## src/rtl/trap_commit_unit_pkg.sv

```systemverilog
// Shared types and constants for the write-back trap/xRET commit logic:
// the exception pack from MEM, CSR addresses, privilege encodings and mstatus fields.
package ExceptStruct;

   typedef struct packed {
      logic        except;
      logic [63:0] epc;
      logic [63:0] ecause;
      logic [63:0] etval;
   } ExceptPack;

   localparam logic [11:0] MSTATUS = 12'h300;
   localparam logic [11:0] MEPC    = 12'h341;
   localparam logic [11:0] MCAUSE  = 12'h342;
   localparam logic [11:0] MTVAL   = 12'h343;
   localparam logic [11:0] SEPC    = 12'h141;
   localparam logic [11:0] SCAUSE  = 12'h142;
   localparam logic [11:0] STVAL   = 12'h143;

   localparam logic [1:0] PRIV_M = 2'b11;
   localparam logic [1:0] PRIV_S = 2'b01;
   localparam logic [1:0] PRIV_U = 2'b00;

   localparam int SIE_BIT  = 1;
   localparam int MIE_BIT  = 3;
   localparam int SPIE_BIT = 5;
   localparam int MPIE_BIT = 7;
   localparam int SPP_BIT  = 8;
   localparam int MPP_LO   = 11;
   localparam int MPP_HI   = 12;

   typedef enum logic [2:0] {
      IDLE,
      W_CAUSE,
      W_EPC,
      W_TVAL,
      W_STATUS,
      R_STATUS,
      REDIRECT
   } TrapState;

   // mstatus image written on trap entry: stack the interrupt enable and record the old privilege.
   function automatic logic [63:0] trap_status(input logic [63:0] ms, input logic to_s,
                                               input logic [1:0] old_priv);
      logic [63:0] r;
      r = ms;
      if (to_s) begin
         r[SPIE_BIT] = ms[SIE_BIT];
         r[SIE_BIT]  = 1'b0;
         r[SPP_BIT]  = old_priv[0];
      end else begin
         r[MPIE_BIT]        = ms[MIE_BIT];
         r[MIE_BIT]         = 1'b0;
         r[MPP_HI:MPP_LO]   = old_priv;
      end
      return r;
   endfunction

   // mstatus image written on xRET: restore the stacked enable and clear the previous privilege.
   function automatic logic [63:0] ret_status(input logic [63:0] ms, input logic is_mret);
      logic [63:0] r;
      r = ms;
      if (is_mret) begin
         r[MIE_BIT]        = ms[MPIE_BIT];
         r[MPIE_BIT]       = 1'b1;
         r[MPP_HI:MPP_LO]  = PRIV_U;
      end else begin
         r[SIE_BIT]  = ms[SPIE_BIT];
         r[SPIE_BIT] = 1'b1;
         r[SPP_BIT]  = 1'b0;
      end
      return r;
   endfunction

endpackage

```

## src/rtl/trap_commit_unit_target_sel.sv

```systemverilog
// Combinational delegation check: decides whether a trap lands in S or M mode.
module trap_target_sel
   import ExceptStruct::*;
(
   input  logic [1:0]  cur_priv,
   input  logic        intr,
   input  logic [5:0]  idx,
   input  logic [63:0] medeleg_i,
   input  logic [63:0] mideleg_i,
   output logic        to_s,
   output logic [1:0]  target_priv
);

   logic deleg_bit;

   // Delegation never lowers the privilege of a trap taken from M mode.
   always_comb begin
      deleg_bit   = intr ? mideleg_i[idx] : medeleg_i[idx];
      to_s        = (cur_priv != PRIV_M) && deleg_bit;
      target_priv = to_s ? PRIV_S : PRIV_M;
   end

endmodule

```

## src/rtl/trap_commit_unit.sv

```systemverilog
// Write-back trap/xRET sequencer: one CSR write per cycle through a single port,
// then a fetch redirect and the privilege update.
module trap_commit_unit
   import ExceptStruct::*;
(
   input  logic        clk,
   input  logic        rst,
   input  ExceptPack   except_wb,
   input  logic        valid_wb,
   input  logic        mret_wb,
   input  logic        sret_wb,
   input  logic [63:0] mstatus_i,
   input  logic [63:0] medeleg_i,
   input  logic [63:0] mideleg_i,
   input  logic [63:0] mtvec_i,
   input  logic [63:0] stvec_i,
   input  logic [63:0] mepc_i,
   input  logic [63:0] sepc_i,
   output logic        csr_we,
   output logic [11:0] csr_waddr,
   output logic [63:0] csr_wdata,
   output logic        trap_busy,
   output logic        flush_all,
   output logic        redirect_valid,
   output logic [63:0] redirect_pc,
   output logic [1:0]  priv
);

   TrapState    state_q, state_d;
   logic [1:0]  priv_q, priv_d;
   logic [1:0]  new_priv_q, new_priv_d;
   logic [1:0]  old_priv_q, old_priv_d;
   logic        tgt_s_q, tgt_s_d;
   logic        is_ret_q, is_ret_d;
   logic        is_mret_q, is_mret_d;
   logic [63:0] epc_q, epc_d;
   logic [63:0] ecause_q, ecause_d;
   logic [63:0] etval_q, etval_d;
   logic [63:0] ret_pc_q, ret_pc_d;

   logic        take_trap;
   logic        take_ret;
   logic        accept;
   logic        sel_to_s;
   logic [1:0]  sel_priv;

   assign take_trap = valid_wb & except_wb.except;
   assign take_ret  = valid_wb & ~except_wb.except & (mret_wb | sret_wb);
   assign accept    = (state_q == IDLE) & ~rst & (take_trap | take_ret);
   assign trap_busy = accept | (state_q != IDLE);
   assign priv      = priv_q;

   trap_target_sel u_target_sel (
      .cur_priv    (priv_q),
      .intr        (except_wb.ecause[63]),
      .idx         (except_wb.ecause[5:0]),
      .medeleg_i   (medeleg_i),
      .mideleg_i   (mideleg_i),
      .to_s        (sel_to_s),
      .target_priv (sel_priv)
   );

   always_comb begin
      state_d        = state_q;
      priv_d         = priv_q;
      new_priv_d     = new_priv_q;
      old_priv_d     = old_priv_q;
      tgt_s_d        = tgt_s_q;
      is_ret_d       = is_ret_q;
      is_mret_d      = is_mret_q;
      epc_d          = epc_q;
      ecause_d       = ecause_q;
      etval_d        = etval_q;
      ret_pc_d       = ret_pc_q;
      csr_we         = 1'b0;
      csr_waddr      = 12'h000;
      csr_wdata      = 64'h0;
      flush_all      = 1'b0;
      redirect_valid = 1'b0;
      redirect_pc    = 64'h0;

      case (state_q)
         IDLE: begin
            if (accept) begin
               if (take_trap) begin
                  state_d    = W_CAUSE;
                  is_ret_d   = 1'b0;
                  tgt_s_d    = sel_to_s;
                  new_priv_d = sel_priv;
                  old_priv_d = priv_q;
                  epc_d      = except_wb.epc;
                  ecause_d   = except_wb.ecause;
                  etval_d    = except_wb.etval;
               end else begin
                  state_d    = R_STATUS;
                  is_ret_d   = 1'b1;
                  is_mret_d  = mret_wb;
               end
            end
         end
         W_CAUSE: begin
            csr_we    = 1'b1;
            csr_waddr = tgt_s_q ? SCAUSE : MCAUSE;
            csr_wdata = ecause_q;
            state_d   = W_EPC;
         end
         W_EPC: begin
            csr_we    = 1'b1;
            csr_waddr = tgt_s_q ? SEPC : MEPC;
            csr_wdata = epc_q;
            state_d   = W_TVAL;
         end
         W_TVAL: begin
            csr_we    = 1'b1;
            csr_waddr = tgt_s_q ? STVAL : MTVAL;
            csr_wdata = etval_q;
            state_d   = W_STATUS;
         end
         W_STATUS: begin
            csr_we    = 1'b1;
            csr_waddr = MSTATUS;
            csr_wdata = trap_status(mstatus_i, tgt_s_q, old_priv_q);
            state_d   = REDIRECT;
         end
         // mstatus is sampled only here so the privilege we return to matches what we write.
         R_STATUS: begin
            csr_we     = 1'b1;
            csr_waddr  = MSTATUS;
            csr_wdata  = ret_status(mstatus_i, is_mret_q);
            new_priv_d = is_mret_q ? mstatus_i[MPP_HI:MPP_LO]
                                   : (mstatus_i[SPP_BIT] ? PRIV_S : PRIV_U);
            ret_pc_d   = is_mret_q ? mepc_i : sepc_i;
            state_d    = REDIRECT;
         end
         REDIRECT: begin
            flush_all      = 1'b1;
            redirect_valid = 1'b1;
            redirect_pc    = is_ret_q ? ret_pc_q
                                      : ((tgt_s_q ? stvec_i : mtvec_i) & ~64'h3);
            priv_d         = new_priv_q;
            state_d        = IDLE;
         end
         default: state_d = IDLE;
      endcase
   end

   always_ff @(posedge clk) begin
      if (rst) begin
         state_q    <= IDLE;
         priv_q     <= PRIV_M;
         new_priv_q <= PRIV_M;
         old_priv_q <= PRIV_M;
         tgt_s_q    <= 1'b0;
         is_ret_q   <= 1'b0;
         is_mret_q  <= 1'b0;
         epc_q      <= 64'h0;
         ecause_q   <= 64'h0;
         etval_q    <= 64'h0;
         ret_pc_q   <= 64'h0;
      end else begin
         state_q    <= state_d;
         priv_q     <= priv_d;
         new_priv_q <= new_priv_d;
         old_priv_q <= old_priv_d;
         tgt_s_q    <= tgt_s_d;
         is_ret_q   <= is_ret_d;
         is_mret_q  <= is_mret_d;
         epc_q      <= epc_d;
         ecause_q   <= ecause_d;
         etval_q    <= etval_d;
         ret_pc_q   <= ret_pc_d;
      end
   end

endmodule

```

## config.mk

```make
export PLATFORM = sky130hd
export DESIGN_NAME = trap_commit_unit
export DESIGN_NICKNAME = d
export VERILOG_FILES = /design/src/rtl/trap_commit_unit_pkg.sv /design/src/rtl/trap_commit_unit_target_sel.sv /design/src/rtl/trap_commit_unit.sv
export SDC_FILE = /design/constraint.sdc
export NUM_CORES = 1
export LEC_CHECK = 0
export ABC_CLOCK_PERIOD_IN_PS = 3050
export CAP_MARGIN = 20
export CORE_AREA = 2 2 306 308
export DETAILED_ROUTE_END_ITERATION = 12
export DIE_AREA = 0 0 308 310
export REMOVE_ABC_BUFFERS = 1
export SYNTH_ARGS = -nofsm -noshare
export SYNTH_HDL_FRONTEND = slang
export SYNTH_SLANG_ARGS = --single-unit
```

## constraint.sdc

```tcl
create_clock -name clk -period 3.05 [get_ports clk]
set_input_delay 0.915 -clock clk [delete_from_list [all_inputs] [get_ports clk]]
set_output_delay 0.915 -clock clk [all_outputs]
set_load 0.02 [all_outputs]
```

==> impl_metrics.json <==
{
  "std_cell_rows": 112,
  "syn_inst": 1888,
  "cts.clk_slew.worst_paths_ns": 0.06,
  "hold_viol": 0,
  "async_reset_ff_share_pct": 0,
  "nets": 3364,
  "synthTopCellsByArea": "dfxtp_1, nand2_1, mux2i_1",
  "p_per_area_nw_per_um2": 584,
  "wl_per_cell_um": 19.5,
  "finalWirelength_um": 76900,
  "grt_pass1_wl_um": 105000,
  "dieArea_um2": 95500,
  "clock.fmax_mhz": 319,
  "yosysTopAreaCellShare_pct": 37.4,
  "synth.avg_cell_area_um2": 7.60,
  "finClkSkew_ns": 0.00799,
  "maxCapViolCount": 0,
  "finish.instance_area_um2": 27000,
  "crit_path_end_kind": "primary output",
  "max_slew_margin_pct": 44.0,
  "netlist_area_um2": 14300,
  "syn2layout_area_growth_pct": 88.2,
  "rsz0062_at_grt": "yes",
  "tns_ns": -0.563,
  "p_sw_share_pct": 36.8,
  "grt.met1_usage_pct": 18.7,
  "grt.overflow.total": 0,
  "first_pass_iters": 5,
  "met2_usage_pct": 24.3,
  "status": "finished with violations",
  "slew_violations": 0,
  "gp_congestion": 0.882,
  "startpoint_type": "register",
  "core_um2": 92500,
  "num_vias": 16700,
  "period_share_pct": 103,
  "crit_type": "register to primary output",
  "violations": "setup timing",
  "synth_top_flop_cell": "dfxtp_1",
  "io_buffers": 780,
  "combPwrFrac_pct": 45.3,
  "drt-initial-drc-count": 1120,
  "dieHeight_um": 310,
  "netlist.top_cell.by_area": "dfxtp_1",
  "p_clk_share_pct": 27.4,
  "setup_viol": 30,
  "p_int_mw": 9.97,
  "grt_use_total_pct": 14.8,
  "p_total_mw": 15.8,
  "cts_tree": "built",
  "die_w_um": 308,
  "final_cell_mix": "clkdlybuf4s50_1, nand2_1, dfxtp_1, nand3_1, mux2i_1",
  "h-tree-depth": 2,
  "hold_ws_ns": 0.452,
  "vias_per_cell": 4.23,
  "required_ns": 2.13,
  "clk_latency_ns": 0.56,
  "tightest_slew_ns": 0.840,
  "use_met3_pct": 3.98,
  "antenna_found_initial": 11,
  "fin_ws_ns": -0.0870,
  "fin_util_pct": 29.2,
  "switching_power_mw": 5.80,
  "ios": 792,
  "hpwl_um": 56500,
  "cts_sinks": 268,
  "final_common_cell": "clkdlybuf4s50_1",
  "min_period_ns": 3.14,
  "drive_above_1_share_pct": 20.5,
  "cp_max_fo": 6,
  "clockBufferDepth": 3,
  "hold_buffers": 0,
  "drcViolationCount": 0,
  "dpl_cell_area_um2": 24200,
  "p_seq_share_pct": 27.3,
  "post-place-ws_ns": -0.460,
  "hold_path.class": "register to register",
  "busiest_layer": "met2",
  "peakVddDrop_mv": 0.407,
  "ys_warn_count": 0,
  "ant_nets": 0,
  "start_util_pct": 15.5,
  "synth-seq-cells": 268,
  "root_buffer": "clkbuf_16",
  "grt_max_degree": 135,
  "numCtsBuffers": 37,
  "synth_edf_count": 0,
  "fin_cells": 3946,
  "crit_arrival_ns": 2.22,
  "dp.cells": 3819,
  "rrSetupSlack_ns": 0.22,
  "leakagePower_nw": 10.8,
  "ys_seq_area_share_pct": 37.4,
  "grt_pass1_vias": 16200,
  "ys_types": 46
}
## per-layer routing
layer	part of all wire, %	routed length [um]
met1	42	32600
met2	47	36500
met3	7.4	5670
met4	2.7	2100
met5	0.070	54
## state kept, by name, summed over array words and instances, names as in the netlist
name / count
is_mret_q: 1
is_ret_q: 1
priv: 2
state_q: 3
tgt_s_q: 1
ecause_q: 64
ret_pc_q: 64
epc_q: 64
etval_q: 64
old_priv_q: 2
new_priv_q: 2
## power groups by stage
stage	sequential (mW)	clock (mW)	combinational, mW
global placement	4.37	0	5.85
global route	4.37	4.62	7.64
CTS	4.30	4.48	6.54
detailed placement	4.39	0	5.87
floorplan	4.53	0	2.44
finish	4.31	4.33	7.14
## worst max-delay path: stages (launching register included)
cell      delay (ns)
dfxtp_4         0.39
buf_8           0.14
or3_4           0.38
buf_12          0.17
buf_12          0.13
clkinv_8        0.04
buf_6           0.09
and3_4          0.18
buf_6           0.13
## timing repair
| item | in CTS | in global routing |
|---|---|---|
| gates cloned | 9 | 4 |
| buffers inserted | 30 | 21 |
| pin swaps | 29 | 38 |
| endpoints found under the setup margin | 134 | 123 |
| gates resized for setup | 771 | 227 |
## synth_stat cells (2+ instances only)
library cell / count
o31ai_1: 2
a31oi_1: 2
a21oi_1: 79
nand3_1: 203
or3_1: 3
mux2i_1: 173
a311oi_1: 2
o21ai_1: 2
a221oi_1: 3
nand2b_1: 3
nor2_1: 203
and2_1: 3
mux4_2: 7
dfxtp_1: 268
buf_4: 13
mux2_2: 35
nor3_1: 3
buf_1: 41
inv_1: 8
nand4_1: 4
nor2b_1: 3
a2111oi_0: 4
buf_2: 7
and4_1: 2
a211oi_1: 66
mux4_1: 5
o21ai_0: 43
and3_1: 4
a32oi_1: 2
buf_6: 2
a22oi_1: 101
nand2_1: 463
a211o_1: 2
clkbuf_1: 115
## worst paths after layout
kind | startpoint | to | cells past startpoint
setup / recovery | state_q[0] | redirect_pc[0] | 8
hold / removal | ecause_q[55] | ecause_q[55] | 2
setup reg to reg | state_q[0] | ret_pc_q[62] | 8
hold reg to reg | ecause_q[55] | ecause_q[55] | 2
## area by class of cell
type | instances | area, um^2
fill | 9957 | 65500
antenna | 4 | 10.0
tap | 1197 | 1500
clock buffer | 54 | 1110
timing repair buffer | 964 | 9860
sequential | 268 | 5390
inverter | 9 | 51.3
clock inverter | 12 | 91.3
multi-input combinational | 1438 | 8990
## kinds of logic after synthesis
| family | Yosys count | synth area share (%) |
|---|---|---|
| AND/OR/NAND/NOR | 899 | 25.9 |
| AO/OA/AOI/OAI | 312 | 14.3 |
| flip-flops | 268 | 37.4 |
| multiplexers | 220 | 16.8 |
| buffers and inverters | 188 | 5.54 |
| other | 1 | 0.0261 |
Note: power is estimated with default switching activity, not from simulation.
